`src/rtl/vga_timing_gen.sv`:
```
// Raster timing source for 640x480@60 VGA: pixel-rate enable, h/v counters, syncs, bright, frame tick.
// Optional macro VGA_SYNC_DELAY_EN delays hSync/vSync by one pixel period to match a registered sprite ROM.
module vga_timing_gen #(
  parameter int CLK_DIV = 4,
  parameter int H_VIS   = 640,
  parameter int H_FP    = 16,
  parameter int H_SYNC  = 96,
  parameter int H_BP    = 48,
  parameter int V_VIS   = 480,
  parameter int V_FP    = 10,
  parameter int V_SYNC  = 2,
  parameter int V_BP    = 33
) (
  input  logic       clk,
  input  logic       reset,
  output logic       pix_en,
  output logic [9:0] hCount,
  output logic [9:0] vCount,
  output logic       bright,
  output logic       hSync,
  output logic       vSync,
  output logic       frame_tick
);

  localparam int H_TOTAL = H_VIS + H_FP + H_SYNC + H_BP;
  localparam int V_TOTAL = V_VIS + V_FP + V_SYNC + V_BP;
  localparam int DIV_W   = $clog2(CLK_DIV);

  localparam logic [DIV_W-1:0] DIV_LAST = DIV_W'(CLK_DIV - 1);
  localparam logic [9:0]       H_LAST   = 10'(H_TOTAL - 1);
  localparam logic [9:0]       V_LAST   = 10'(V_TOTAL - 1);
  localparam logic [9:0]       V_TICK   = 10'(V_VIS);

  // 11-bit bounds so a sync end equal to 1024 still compares correctly
  localparam logic [10:0] H_VIS_B  = 11'(H_VIS);
  localparam logic [10:0] HS_START = 11'(H_VIS + H_FP);
  localparam logic [10:0] HS_END   = 11'(H_VIS + H_FP + H_SYNC);
  localparam logic [10:0] V_VIS_B  = 11'(V_VIS);
  localparam logic [10:0] VS_START = 11'(V_VIS + V_FP);
  localparam logic [10:0] VS_END   = 11'(V_VIS + V_FP + V_SYNC);

  logic [DIV_W-1:0] r_div_cnt;
  logic             r_pix_en;
  logic [9:0]       r_h;
  logic [9:0]       r_v;
  logic             r_bright;
  logic             r_hsync;
  logic             r_vsync;
  logic             r_frame_tick;

  logic [DIV_W-1:0] w_div_next;
  logic [9:0]       w_h_next;
  logic [9:0]       w_v_next;
  logic [10:0]      w_h_ext;
  logic [10:0]      w_v_ext;

  // NOTE: every always_comb output gets a default first so no path can infer a latch.
  always_comb begin
    w_div_next = r_div_cnt + 1'b1;
    w_h_next   = r_h;
    w_v_next   = r_v;
    if (r_div_cnt == DIV_LAST) begin
      w_div_next = '0;
    end
    if (r_pix_en) begin
      if (r_h == H_LAST) begin
        w_h_next = '0;
        w_v_next = (r_v == V_LAST) ? 10'd0 : r_v + 10'd1;
      end else begin
        w_h_next = r_h + 10'd1;
      end
    end
    w_h_ext = {1'b0, w_h_next};
    w_v_ext = {1'b0, w_v_next};
  end

  // Decodes use the next counter values so they line up with hCount/vCount after the edge.
  // NOTE: sequential state uses non-blocking assignments so every register samples pre-edge values.
  always_ff @(posedge clk or negedge reset) begin
    if (!reset) begin
      r_div_cnt    <= '0;
      r_pix_en     <= 1'b0;
      r_h          <= H_LAST;
      r_v          <= V_LAST;
      r_bright     <= 1'b0;
      r_hsync      <= 1'b1;
      r_vsync      <= 1'b1;
      r_frame_tick <= 1'b0;
    end else begin
      r_div_cnt    <= w_div_next;
      r_pix_en     <= (w_div_next == DIV_LAST);
      r_h          <= w_h_next;
      r_v          <= w_v_next;
      r_bright     <= (w_h_ext < H_VIS_B) && (w_v_ext < V_VIS_B);
      r_hsync      <= !((w_h_ext >= HS_START) && (w_h_ext < HS_END));
      r_vsync      <= !((w_v_ext >= VS_START) && (w_v_ext < VS_END));
      r_frame_tick <= r_pix_en && (w_h_next == 10'd0) && (w_v_next == V_TICK);
    end
  end

`ifdef VGA_SYNC_DELAY_EN
  logic r_hsync_d;
  logic r_vsync_d;

  always_ff @(posedge clk or negedge reset) begin
    if (!reset) begin
      r_hsync_d <= 1'b1;
      r_vsync_d <= 1'b1;
    end else if (r_pix_en) begin
      r_hsync_d <= r_hsync;
      r_vsync_d <= r_vsync;
    end
  end

  assign hSync = r_hsync_d;
  assign vSync = r_vsync_d;
`else
  assign hSync = r_hsync;
  assign vSync = r_vsync;
`endif

  assign pix_en     = r_pix_en;
  assign hCount     = r_h;
  assign vCount     = r_v;
  assign bright     = r_bright;
  assign frame_tick = r_frame_tick;

endmodule

```
`config.mk`:
```
export PLATFORM = sky130hd
export DESIGN_NAME = vga_timing_gen
export DESIGN_NICKNAME = d
export VERILOG_FILES = /design/src/rtl/vga_timing_gen.sv
export SDC_FILE = /design/constraint.sdc
export NUM_CORES = 1
export LEC_CHECK = 0
export CELL_PAD_IN_SITES_DETAIL_PLACEMENT = 1
export CELL_PAD_IN_SITES_GLOBAL_PLACEMENT = 1
export CORE_ASPECT_RATIO = 1.75
export CORE_MARGIN = 2
export CORE_UTILIZATION = 25
export CTS_CLUSTER_SIZE = 14
export DETAILED_ROUTE_END_ITERATION = 8
export PLACE_DENSITY_LB_ADDON = 0.1
export SLEW_MARGIN = 10
export SYNTH_ARGS = -nofsm -noshare
export SYNTH_HDL_FRONTEND = slang
export SYNTH_SLANG_ARGS = --single-unit
```
`constraint.sdc`:
```
create_clock -name clk -period 2.7 [get_ports clk]
set_clock_uncertainty 0.1 [all_clocks]
set_input_delay 0.54 -clock clk [delete_from_list [all_inputs] [get_ports clk]]
set_output_delay 0.54 -clock clk [all_outputs]
set_load 0.005 [all_outputs]
```
* Word-level counts from Yosys, hierarchy flattened
Cells that the tools add are included.
** Operators by class
- Reductions and logical operators :: 8
- Div/mod/pow operators :: 0
- Equal/unequal tests :: 5
- $add $sub $neg :: 3
- Bitwise logic cells :: 0
- Order comparisons :: 6
- Multipliers :: 0
- Mux-type cells :: 6
- Shift operators :: 0
** Operators by type and width (number)
- 10-bit 2-to-1 mux :: 5
- 10-bit by 1-bit adder with 10-bit output (second input constant) :: 2
- 10-bit == test (second input constant) :: 2
- 10-bit < comparator (second input constant) :: 2
- 10-bit by 9-bit < comparator with 1-bit output (second input constant) :: 2
- 10-bit by 9-bit == test with 1-bit output (second input constant) :: 1
- 10-bit greater-or-equal comparator (second input constant) :: 1
- 10-bit by 9-bit greater-or-equal comparator with 1-bit output (second input constant) :: 1
- 10-bit logical NOT :: 1
- 1-bit logical AND :: 5
- 2-bit == test (second input constant) :: 2
- 2-bit by 1-bit adder with 2-bit output (second input constant) :: 1
- 1-bit logical NOT :: 2
- 2-bit 2-to-1 mux :: 1
** Word-level totals
- Word-level logic and storage cells :: 36
- Input port bits :: 2
- Memories :: 0
- Bits in read-only memories :: 0
- Output and inout bits :: 25
- Flip-flop bits (word level) :: 27
- Bits in writable memories :: 0
- Latch bits :: 0

* Logic depth before layout (Yosys ltp)
- Word-level depth :: 7
- Mapped depth :: 8
- Depth with buffers taken out :: 8

* Worst setup path after synthesis
OpenSTA, ideal clock, no wires.
- Path kind :: register to register
- From :: register r_h[0], in the netlist hCount[0]
- To :: register r_frame_tick, in the netlist frame_tick
- Required time :: 2.479 ns
- Slack :: 0.302 ns
- Path buffers :: 1
- Cell stages (with the launch flop) :: 9
- Setup time :: 0.121 ns
- Period minus slack after synthesis :: 2.398 ns
- Data arrival time :: 2.177 ns
- Path through :: dfstp_2 > ha_1 > nand2_2 > or4_4 > buf_6 > o211a_1 > o22ai_1 > nor2_1 > and4b_1
** Between the ends
- Word-level cells in the longest chain between the ends :: 6
- Elaborated cells between the ends (all ways) :: 10
- Classes of those cells :: add/sub: 1; eq/ne: 2; mux: 4; reduce/logical: 3
** Ends and longest elaborated chain
- from (decl) :: RTL line 44 : logic [9:0] r_h;
- from (signal assigned) :: RTL line 92 : r_h <= w_h_next;
- 10-bit by 1-bit adder with 10-bit output / 10-bit == test (equally long branches) :: RTL line 70, 66
- 10-bit 2-to-1 mux :: RTL line 66 : if (r_h == H_LAST) begin
- 10-bit 2-to-1 mux :: RTL line 65 : if (r_pix_en) begin
- 10-bit logical NOT :: RTL line 97 : r_frame_tick <= r_pix_en && (w_h_next == 10'd0) && (w_v_next == V_TICK);
- 1-bit logical AND :: RTL line 97
- 1-bit logical AND (*) :: RTL line 97
- to (signal assigned) :: RTL line 97
- to (decl) :: RTL line 49 : logic r_frame_tick;
Mark *: on every way between the ends. The rest lies on a longest branch, timed or not.

* Final worst setup path
Same ends and word-level chain as after synthesis.

==> flow_summary.ini <==
[place]
hpwlAfterDp_microns = 4223
place_congestion = 0.7925
port_buffers = 26
dpl.cell_count = 295
place_ws_ns = 0.1987

[finish]
fin_util = 0.3300
drive_gt1_frac = 0.2140
num_antenna_cells = 0
fillers = 796
area_growth_pct = 29.51
fin_cells = 299
final_nets = 223

[routing]
finalWirelength_microns = 5392
drc = 0
wl_per_cell_microns = 18.03
via_count = 1522
drt_iter0_drc = 32
firstDrtPassIters = 4
drtAntennaViolNets = 0
via_per_inst = 5.090

[worst_setup_path]
cp-start-kind = register
cpMaxStageDelayCell = or4_4
crit_path_end_kind = register
crit_family = simple AND/OR/NAND/NOR gates
crit_fanout = 10
path_class = register to register
arrival_ns = 2.56
critPathMaxStageDelay_ns = 0.62
critPathBufInv = 0
crit_chain = ha_1, nand2_2, or4_4, o211a_1, o22ai_1, nor2_1, and4b_1
reg2reg_slack_ns = 0.20
worstPathRequired_ns = 2.76

[timing]
worstMarginPinSlew_ns = 0.3788
period_share = 0.9250
fin_crit_ns = 2.497
rsz0062_at_grt = no
max_slew_margin = 0.7474
hold_viol_final = 0
fmax_mhz = 400.4
final_max_slew_viol_count = 0
tns_ns = 0
finalWorstSetupSlack_ns = 0.2026
finalSetupViolations = 0

[power_and_ir_drop]
power_density_nw_per_um2 = 345.2
ir_worst_vdd_mv = 0.1740
p_total_mw = 0.7696
p_leak_nw = 0.8686

[global_route]
antenna_found_initial = 0
grt_util_all_layers = 0.1582
overflow = 0
grt_pass1_vias = 1661
grt_max_degree = 28
grt_first_pass_wirelength_microns = 8887

[floorplanning]
placementRows = 40
initial_utilization = 0.2548
die_height_microns = 113.8
die-area_sq_um = 7593
io_pins = 27
coreArea_sq_um = 6756
die_w_microns = 66.73

[synthesis]
synth_commonest_cells = 18 x nand2_1, 15 x dfrtp_1, 12 x dfstp_2, 12 x o21ai_0, 11 x nor2_1
synth_edf_count = 0
yosys_warnings = 0
synth_nets = 188
synth_area_sq_um = 1722
post-synth-top-count-cell = nand2_1
yosysTopAreaCell = dfrtp_1
ys_seq_area_frac = 0.4012
ys_ff_latch = 27
yosys_most_used_dff = dfrtp_1
synth_cell_types = 50
async_flop_share = 1.000
syn_area_per_cell_sq_um = 9.512
synthTopCellsByArea = dfrtp_1 22%, dfstp_2 18%, nand2_1 3.9%
yosysTopAreaCellShare = 0.2180
synthCells = 181

[clock_tree]
cts-resized-gates = 0
cts_tree = built
htree_levels = 1
cts_hold_buffers = 0
cts.reportedPaths.clkPinSlew_ns = 0.07
cts.path.max_buffers = 2
root_buffer = clkbuf_16
clk_latency_ns = 0.27
cts-buffers-inserted = 3
postCtsSetupRepairBufs = 0
clock_sink_count = 27

[run]
drv_cap = 0

[hold_path]
hold_path_class = register to register

[run_status]
status = finished clean
cell type report:
cell class	instances	area, sq um	share of cell area
clock buffer	4	78.83	0.03535
tap	84	105.1	0.04714
sequential	27	690.7	0.3098
inverter	8	30.03	0.01347
multi-input combinational	133	937.1	0.4203
timing repair buffer	43	387.9	0.1740
power breakdown:
part,total (mW),leakage (nW),internal [mW],switching (mW)
registers,0.405,0.325,0.405,0
logic,0.0107,0.506,0.00221,0.00847
clock network,0.354,0.0382,0.203,0.151
total,0.770,0.869,0.610,0.159
logic make-up after synthesis:
kind of cell | count (synthesis) | synth area share
simple gates | 73 | 0.2674
compound gates | 39 | 0.1570
flops | 27 | 0.4012
buf+inv | 21 | 0.05451
xor+xnor | 14 | 0.07122
fa+ha+maj | 5 | 0.03634
mux | 2 | 0.01235
through the flow:
step / cell area (sq um) / hold WS, ns
floorplan: 1722 / 0.1444
global placement: 2151 / 0.3380
detailed placement: 2151 / 0.3647
CTS: 2230 / 0.3842
global route: 2230 / 0.3925
finish: 2230 / 0.3744
layout by cell type, fill, tap and decap left out, types with 4 or more instances in the layout:
| master | count |
|---|---|
| buf_4 | 17 |
| inv_1 | 8 |
| a31oi_1 | 7 |
| xnor2_1 | 7 |
| xor2_1 | 7 |
| nand3_1 | 9 |
| clkdlybuf4s50_1 | 26 |
| and3_1 | 4 |
| ha_1 | 5 |
| dfrtp_1 | 15 |
| nand4_1 | 7 |
| nor2_1 | 11 |
| o21ai_0 | 12 |
| nand2_1 | 18 |
| dfstp_2 | 12 |
worst register-to-register path, delay by kind of cell, from the launching register on:
kind | cells | cell delay [ns]
simple gates | 4 | 1.03
compound gates | 2 | 0.44
flops | 1 | 0.58
fa+ha+maj | 1 | 0.23
per-layer routing:
| layer | vias to the layer above | wire length (microns) | global-route usage |
|---|---|---|---|
| li1 | 722 | - | - |
| met1 | 760 | 1938 | 0.1678 |
| met2 | 32 | 3229 | 0.3100 |
| met3 | 8 | 99 | 0.01578 |
| met4 | 0 | 125 | 0.05306 |
| met5 | - | 0 | 0 |
path summary, 6_finish.rpt:
kind | start | end | depth (start not counted)
max reg2reg | hCount[0] | frame_tick | 7
min reg2reg | r_div_cnt[0] | r_div_cnt[0] | 1
min in group asynchronous | reset | vCount[0] | 2
max in group asynchronous | reset | vSync | 2
max | hCount[0] | frame_tick | 7
min | r_div_cnt[0] | r_div_cnt[0] | 1
registers in the layout (all words and copies together) (netlist names):
signal,cells
vCount,10
pix_en,1
frame_tick,1
bright,1
hCount,10
vSync,1
hSync,1
r_div_cnt,2
(Power assumes the default switching activity.)
